$ cat config.mk
export PLATFORM = sky130hd
export DESIGN_NAME = xif_coproc_router
export DESIGN_NICKNAME = d
export VERILOG_FILES = /design/src/rtl/xif_coproc_router.sv
export SDC_FILE = /design/constraint.sdc
export NUM_CORES = 1
export LEC_CHECK = 0
export ABC_AREA = 1
export BUFFER_PORTS_ARGS = -buffer_cell sky130_fd_sc_hd__buf_2
export CAP_MARGIN = 30
export CORE_MARGIN = 8
export CORE_UTILIZATION = 35
export DETAILED_ROUTE_END_ITERATION = 8
export HOLD_SLACK_MARGIN = 0.1
export PLACE_DENSITY = 0.66
export SETUP_SLACK_MARGIN = 0.5
export SYNTH_ARGS = -nofsm -noshare
export SYNTH_HDL_FRONTEND = slang
export SYNTH_SLANG_ARGS = --single-unit
$ cat constraint.sdc
create_clock -name clk_i -period 4.4 [get_ports clk_i]
set_input_delay 0.44 -clock clk_i [delete_from_list [all_inputs] [get_ports clk_i]]
set_output_delay 0.44 -clock clk_i [all_outputs]
set_load 0.03 [all_outputs]
$ cat src/rtl/xif_coproc_router.sv
// rtl/xif_coproc_router.sv - shares one CORE-V-XIF offload port between two coprocessors
//
// Purpose:
//   Broadcasts core issue requests to CP0 (FPU) and CP1 (spare), records the
//   accepting coprocessor per instruction ID, steers commit/kill to the owner,
//   and round-robin arbitrates coprocessor results back to the core.
//
// Ports:
//   clk_i, rst_i                      clock, synchronous active-high reset
//   x_issue_*                         core-side issue channel
//   cp_issue_instr_o/cp_issue_id_o    issue payload broadcast to both coprocessors
//   cp{0,1}_issue_*                   per-coprocessor issue handshake and response
//   x_commit_*                        core-side commit channel
//   cp_commit_id_o, cp{0,1}_commit_*  commit broadcast, per-coprocessor kill
//   cp{0,1}_result_*                  coprocessor result channels
//   x_result_*                        arbitrated result channel to the core
//   err_o                             sticky protocol error (bad result ID/owner)
//   perf_cp{0,1}_cnt_o                accepted-issue counters per owner
//                                     (present only with XIF_ROUTER_PERF_EN)

module xif_coproc_router #(
  parameter int IdWidth   = 4,
  parameter int DataWidth = 32
) (
  input  logic                 clk_i,
  input  logic                 rst_i,
  input  logic                 x_issue_valid_i,
  output logic                 x_issue_ready_o,
  input  logic [31:0]          x_issue_instr_i,
  input  logic [IdWidth-1:0]   x_issue_id_i,
  output logic                 x_issue_accept_o,
  output logic                 x_issue_writeback_o,
  output logic [31:0]          cp_issue_instr_o,
  output logic [IdWidth-1:0]   cp_issue_id_o,
  output logic                 cp0_issue_valid_o,
  output logic                 cp1_issue_valid_o,
  input  logic                 cp0_issue_ready_i,
  input  logic                 cp1_issue_ready_i,
  input  logic                 cp0_issue_accept_i,
  input  logic                 cp1_issue_accept_i,
  input  logic                 cp0_issue_wb_i,
  input  logic                 cp1_issue_wb_i,
  input  logic                 x_commit_valid_i,
  input  logic [IdWidth-1:0]   x_commit_id_i,
  input  logic                 x_commit_kill_i,
  output logic [IdWidth-1:0]   cp_commit_id_o,
  output logic                 cp0_commit_valid_o,
  output logic                 cp1_commit_valid_o,
  output logic                 cp0_commit_kill_o,
  output logic                 cp1_commit_kill_o,
  input  logic                 cp0_result_valid_i,
  input  logic                 cp1_result_valid_i,
  output logic                 cp0_result_ready_o,
  output logic                 cp1_result_ready_o,
  input  logic [IdWidth-1:0]   cp0_result_id_i,
  input  logic [IdWidth-1:0]   cp1_result_id_i,
  input  logic [DataWidth-1:0] cp0_result_data_i,
  input  logic [DataWidth-1:0] cp1_result_data_i,
  input  logic                 cp0_result_we_i,
  input  logic                 cp1_result_we_i,
  output logic                 x_result_valid_o,
  input  logic                 x_result_ready_i,
  output logic [IdWidth-1:0]   x_result_id_o,
  output logic [DataWidth-1:0] x_result_data_o,
  output logic                 x_result_we_o,
  output logic                 err_o
`ifdef XIF_ROUTER_PERF_EN
  ,
  output logic [31:0]          perf_cp0_cnt_o,
  output logic [31:0]          perf_cp1_cnt_o
`endif
);

  localparam int NumIds = 2 ** IdWidth;

  // ID table: valid bit and owner (0 = CP0, 1 = CP1) per instruction ID
  logic [NumIds-1:0] tbl_valid;
  logic [NumIds-1:0] tbl_owner;

  logic [1:0] seen_q, acc_q, wb_q;
  logic       rr_q, lock_q, gnt_q, err_q;

  logic [1:0] issue_vld, cp_ready, cp_acc, cp_wb, eff_acc, eff_wb;
  logic       stall, issue_go, accepted, owner;
  logic       cm_valid, cm_owner;
  logic [1:0] rvld, bad, cand;
  logic       grant, res_hs;
  logic [IdWidth-1:0] res_id;

  assign stall  = tbl_valid[x_issue_id_i];
  assign cp_acc = {cp1_issue_accept_i, cp0_issue_accept_i};
  assign cp_wb  = {cp1_issue_wb_i, cp0_issue_wb_i};

  always_comb begin
    // A coprocessor that already answered this instruction is not asked again
    issue_vld = {2{x_issue_valid_i & ~stall & ~rst_i}} & ~seen_q;
    cp_ready  = issue_vld & {cp1_issue_ready_i, cp0_issue_ready_i};
    issue_go  = x_issue_valid_i & ~stall & ~rst_i & (&(seen_q | cp_ready));
    eff_acc   = (seen_q & acc_q) | (~seen_q & cp_acc);
    eff_wb    = (seen_q & wb_q) | (~seen_q & cp_wb);
    accepted  = |eff_acc;
    owner     = ~eff_acc[0];  // CP0 wins when both accept
  end

  assign x_issue_ready_o     = issue_go;
  assign x_issue_accept_o    = accepted;
  assign x_issue_writeback_o = owner ? eff_wb[1] : eff_wb[0];
  assign cp_issue_instr_o    = x_issue_instr_i;
  assign cp_issue_id_o       = x_issue_id_i;
  assign cp0_issue_valid_o   = issue_vld[0];
  assign cp1_issue_valid_o   = issue_vld[1];

  assign cm_valid           = tbl_valid[x_commit_id_i];
  assign cm_owner           = tbl_owner[x_commit_id_i];
  assign cp_commit_id_o     = x_commit_id_i;
  assign cp0_commit_valid_o = x_commit_valid_i & ~rst_i;
  assign cp1_commit_valid_o = x_commit_valid_i & ~rst_i;
  assign cp0_commit_kill_o  = x_commit_kill_i | ~(cm_valid & ~cm_owner);
  assign cp1_commit_kill_o  = x_commit_kill_i | ~(cm_valid & cm_owner);

  always_comb begin
    rvld   = {cp1_result_valid_i, cp0_result_valid_i} & {2{~rst_i}};
    // Results for unknown IDs or from the wrong coprocessor are drained and dropped
    bad[0] = rvld[0] & ~(tbl_valid[cp0_result_id_i] & ~tbl_owner[cp0_result_id_i]);
    bad[1] = rvld[1] & ~(tbl_valid[cp1_result_id_i] & tbl_owner[cp1_result_id_i]);
    cand   = rvld & ~bad;
    if (lock_q)        grant = gnt_q;
    else if (&cand)    grant = ~rr_q;
    else               grant = cand[1];
    res_id = grant ? cp1_result_id_i : cp0_result_id_i;
  end

  assign x_result_valid_o   = cand[grant];
  assign x_result_id_o      = res_id;
  assign x_result_data_o    = grant ? cp1_result_data_i : cp0_result_data_i;
  assign x_result_we_o      = grant ? cp1_result_we_i : cp0_result_we_i;
  assign res_hs             = x_result_valid_o & x_result_ready_i;
  assign cp0_result_ready_o = bad[0] | (~grant & cand[0] & x_result_ready_i);
  assign cp1_result_ready_o = bad[1] | (grant & cand[1] & x_result_ready_i);
  assign err_o              = err_q;

  always_ff @(posedge clk_i) begin
    if (rst_i) begin
      tbl_valid <= '0;
      tbl_owner <= '0;
      seen_q    <= 2'b00;
      acc_q     <= 2'b00;
      wb_q      <= 2'b00;
      rr_q      <= 1'b0;
      lock_q    <= 1'b0;
      gnt_q     <= 1'b0;
      err_q     <= 1'b0;
    end else begin
      acc_q <= (cp_ready & cp_acc) | (~cp_ready & acc_q);
      wb_q  <= (cp_ready & cp_wb) | (~cp_ready & wb_q);
      if (x_commit_valid_i && x_commit_kill_i) tbl_valid[x_commit_id_i] <= 1'b0;
      if (res_hs) begin
        tbl_valid[res_id] <= 1'b0;
        rr_q              <= grant;
      end
      // Freeze the grant while the core back-pressures a presented result
      lock_q <= x_result_valid_o & ~x_result_ready_i;
      gnt_q  <= grant;
      if (|bad) err_q <= 1'b1;
      if (issue_go) begin
        seen_q <= 2'b00;
        if (accepted) begin
          tbl_valid[x_issue_id_i] <= 1'b1;
          tbl_owner[x_issue_id_i] <= owner;
        end
      end else begin
        seen_q <= seen_q | cp_ready;
      end
    end
  end

`ifdef XIF_ROUTER_PERF_EN
  always_ff @(posedge clk_i) begin
    if (rst_i) begin
      perf_cp0_cnt_o <= '0;
      perf_cp1_cnt_o <= '0;
    end else if (issue_go && accepted) begin
      if (owner) perf_cp1_cnt_o <= perf_cp1_cnt_o + 32'd1;
      else       perf_cp0_cnt_o <= perf_cp0_cnt_o + 32'd1;
    end
  end
`endif

endmodule

==> impl_results.md <==
- Number of antenna-violating nets in the routed design: 0
- Clock Pin Slew Worst Setup and Hold Paths: 100 ps
- Setup crit end: x_result_data_o[18]
- Unique cell type count in the Yosys netlist: 32
- Setup total negative slack: 0 ps
- Crit path capture type: output port
- Largest fanout on the critical path: 43
- Global-route wire length before repair: ~22,000 um
- Footprint of the flip-flops and latches: 840.8 sq um
- Power per Cell Area: 235.7 nW/um^2
- Most common cell after layout, fill and taps aside: sky130_fd_sc_hd__nand2_1
- # Max-Cap Violations: 0
- Leading cell types in the layout, fill and taps excluded: sky130_fd_sc_hd__nand2_1, sky130_fd_sc_hd__buf_2, sky130_fd_sc_hd__nand3_1
- Number of buffers added by the clock tree synthesis step: 5
- Synthesized instance count: 703
- Total count of max-transition violations in the final report: 0
- Final non-filler cell total: 944
- Area of the core region: 10,790 sq um
- Post-detailed-routing wire length: about 15,000 um
- Drt via density: 4.899
- Maximum clock skew at final layout: 25.74 ps
- Post-Place Worst Slack: 1463 ps
- Period Utilization, post-route: 69.35%
- Post-CTS Setup Inserts: 0
- Post-layout minimum cycle time: 3051 ps
- Startpoint type of the worst setup path: flop
- Register-to-Register Path Depth: 18
- Insertion delay to the later sink of the worst-skew pair: 320 ps
- Number of setup violations in the final report: 0
- Placed cell area: 4389 sq um
- Number of hold-slack violations in the final timing report: 0
- Area share of the largest cell type after synthesis: between 30% and 40%
- Required time at the worst-slack endpoint: 3960 ps
- Slew margin rel.: 36.48%
- Synth Net Count: slightly above 800
- Reg2reg setup slack: 1630 ps
- Launching instance or port of the critical path: tbl_valid[4]
- Static Leak: 2.331 nW
- Area of the die: 14,650 sq um
- Number of storage elements in the synthesis netlist: 42
- R2R Path End: tbl_valid[3]
- Number of remaining DRC errors: 0
- Post-route worst setup slack: approximately 1300 ps
- Area used by multi-input combinational logic: 2296 sq um
- Fraction of power consumed by sequential logic: 36.7%
- Initial Util: between 30% and 40%
- Antenna violations before repair: 0
- Cell types with the largest area share after synthesis: sky130_fd_sc_hd__nand2_1, sky130_fd_sc_hd__dfxtp_1, sky130_fd_sc_hd__nand3_1
- Standard-cell row count: 38
- Initial DRC count: between 400 and 500
- Internal power component: 0.6547 mW
- Sinks on Clock Net: 42
- Maximum clock insertion buffer count: 2
- Utilization of the core after routing: 41.68%
- Quantity of gates resized following cts: 0
- Total power draw: about 1.1 mW
- Category of the critical setup timing path: reg2out
- Final weighted congestion in routability-driven placement: about 0.98
- IO Port Bufs: 153
- Logic gate share of total power: 33.2%
- Pin slew with the least headroom to its limit: 949.3 ps
- Maximum number of pins on one net before global-route repair: 44
- Vias: 4,625
- Die boundary width: between 100 and 150 um
- Sequential element share of the synthesized area: between 20% and 30%
- First-pass DRT Iterations: 5
- Clock tree from TritonCTS: yes
- Nets: 931
- Gr usage total: 19.06%
- Peak ir drop on the vdd network: 0.1192 mV
- Proportion of layout cells with a drive suffix above 1: 22.89%
- Maximum clock frequency: 0.3277 GHz
- CP arrival: 2610 ps
- Hold-fix buffers, CTS: 0
- Total gr overflow: 0
- Worst slack on hold paths: 329.7 ps
- Root buffer cell: sky130_fd_sc_hd__clkbuf_8
- Cell area after synthesis: 3862 sq um
- Vertical die dimension: between 100 and 150 um
- Reported net switching power: 0.4056 mW
- Synth warn: 0
- Sum of net half-perimeters after detailed placement: 11,580 um
- Result of the run: completed
- Synthesis-to-finish area growth: 16.46%
- Final cell area excluding filler cells: around 4500 sq um
- Cell type contributing the most total cell area after synthesis: sky130_fd_sc_hd__nand2_1
- Unrepaired setup endpoints after global routing: no
- Total inserted antenna cells: 0
- Clock share of power: a little under a third
- Synthesized area per cell: approximately 5.5 sq um
- Hold WC Path Type: in2reg
- Switching share of power: 38.26%
- Boundary Pins: 218
- Vias in the first global route: 4,295
- Maximum level of the CTS H-tree: 2
- Launch point of the worst reg-to-reg path: tbl_valid[4]
- Average wire per cell in the routed design: 15.39 um
- Number of filler cells placed in the layout: approximately 1.2k
- Total instance count after detailed placement: 936
[synth_stat cells]
| library cell | count |
|---|---|
| sky130_fd_sc_hd__a31oi_1 | 1 |
| sky130_fd_sc_hd__nand2_1 | 309 |
| sky130_fd_sc_hd__o2111ai_1 | 1 |
| sky130_fd_sc_hd__a22oi_1 | 12 |
| sky130_fd_sc_hd__o221ai_1 | 4 |
| sky130_fd_sc_hd__o31ai_1 | 1 |
| sky130_fd_sc_hd__nand3_1 | 72 |
| sky130_fd_sc_hd__nor2_1 | 40 |
| sky130_fd_sc_hd__a41oi_1 | 1 |
| sky130_fd_sc_hd__nor3_1 | 1 |
| sky130_fd_sc_hd__o211ai_1 | 1 |
| sky130_fd_sc_hd__o21ai_1 | 3 |
| sky130_fd_sc_hd__inv_1 | 69 |
| sky130_fd_sc_hd__dfxtp_1 | 42 |
| sky130_fd_sc_hd__clkbuf_1 | 7 |
| sky130_fd_sc_hd__a21oi_1 | 38 |
| sky130_fd_sc_hd__nand4_1 | 2 |
| sky130_fd_sc_hd__o21ai_0 | 15 |
| sky130_fd_sc_hd__o22ai_1 | 5 |
| sky130_fd_sc_hd__o21bai_1 | 1 |
| sky130_fd_sc_hd__buf_8 | 2 |
| sky130_fd_sc_hd__buf_4 | 45 |
| sky130_fd_sc_hd__buf_2 | 7 |
| sky130_fd_sc_hd__inv_2 | 8 |
| sky130_fd_sc_hd__nand2_2 | 3 |
| sky130_fd_sc_hd__nor2_8 | 1 |
| sky130_fd_sc_hd__and2_1 | 1 |
| sky130_fd_sc_hd__buf_1 | 2 |
| sky130_fd_sc_hd__nor2_4 | 1 |
| sky130_fd_sc_hd__mux2i_1 | 1 |
| sky130_fd_sc_hd__nor2_2 | 4 |
| sky130_fd_sc_hd__nand2_4 | 3 |
[logic make-up (layout without fill, tap and decap cells)]
family          Yosys count  count (layout)  share of synthesized area, %
mux                       1               1                        0.2592
flops                    42              42                         21.77
compound gates           83              83                         12.50
buf+inv                 140             241                         18.79
simple gates            437             437                         46.68
[worst min-delay path by stage]
stage                          start  endpoint  slack, ps  cells after the start
finish              x_result_ready_i    lock_q        330                      2
global route        x_result_ready_i    lock_q        340                      2
CTS                 x_result_ready_i    lock_q        330                      2
detailed placement              flop      flop        450                      2
global placement                flop      flop        440                      2
floorplan                       flop      flop        430                      2
[layer usage]
| layer | share of wire, % | wire [um] | GRT usage (%) | vias to the layer above |
|---|---|---|---|---|
| met2 | 45 | 6559 | 29.26 | 232 |
| met4 | 2.7 | 386 | 6.323 | 0 |
| li1 | - | - | - | 2369 |
| met1 | 42 | 6129 | 24.99 | 1993 |
| met3 | 10 | 1455 | 5.491 | 31 |
| met5 | 0 | 0 | 0 | - |
[power by group through the flow]
stage	clock (mW)	sequential, mW	combinational (mW)
after floorplan	0	0.400	0.279
after global placement	0	0.398	0.352
after detailed placement	0	0.397	0.350
after CTS	0.324	0.389	0.352
after global routing	0.341	0.389	0.384
final	0.319	0.389	0.352
[critical path, stage by stage (launching register included)]
cell and delay, ps:
sky130_fd_sc_hd__dfxtp_1 430, sky130_fd_sc_hd__nand2_1 120, sky130_fd_sc_hd__nand2_1 70, sky130_fd_sc_hd__nand2_1 60, sky130_fd_sc_hd__nand2_1 60, sky130_fd_sc_hd__nand3_1 80
sky130_fd_sc_hd__nand3_1 100, sky130_fd_sc_hd__nand3_1 170, sky130_fd_sc_hd__nor2_2 180, sky130_fd_sc_hd__nand2_4 110, sky130_fd_sc_hd__nand2_2 80, sky130_fd_sc_hd__buf_4 380
sky130_fd_sc_hd__nand2_1 180, sky130_fd_sc_hd__nand2_1 100, sky130_fd_sc_hd__buf_2 190
[sequential cells by signal, summed over array words and instances (netlist names), named ones only]
signal,count
rr_q,1
err_o,1
seen_q,2
tbl_owner,16
tbl_valid,16
lock_q,1
gnt_q,1
[area by class of cell]
type,instances,share of cell area [%]
sequential,42,18.69
tap,140,3.894
clock buffer,5,1.530
clock inverter,3,0.8901
inverter,77,6.426
timing repair buffer,156,17.52
multi-input combinational,521,51.04
Note: power is estimated with default switching activity, not from simulation.
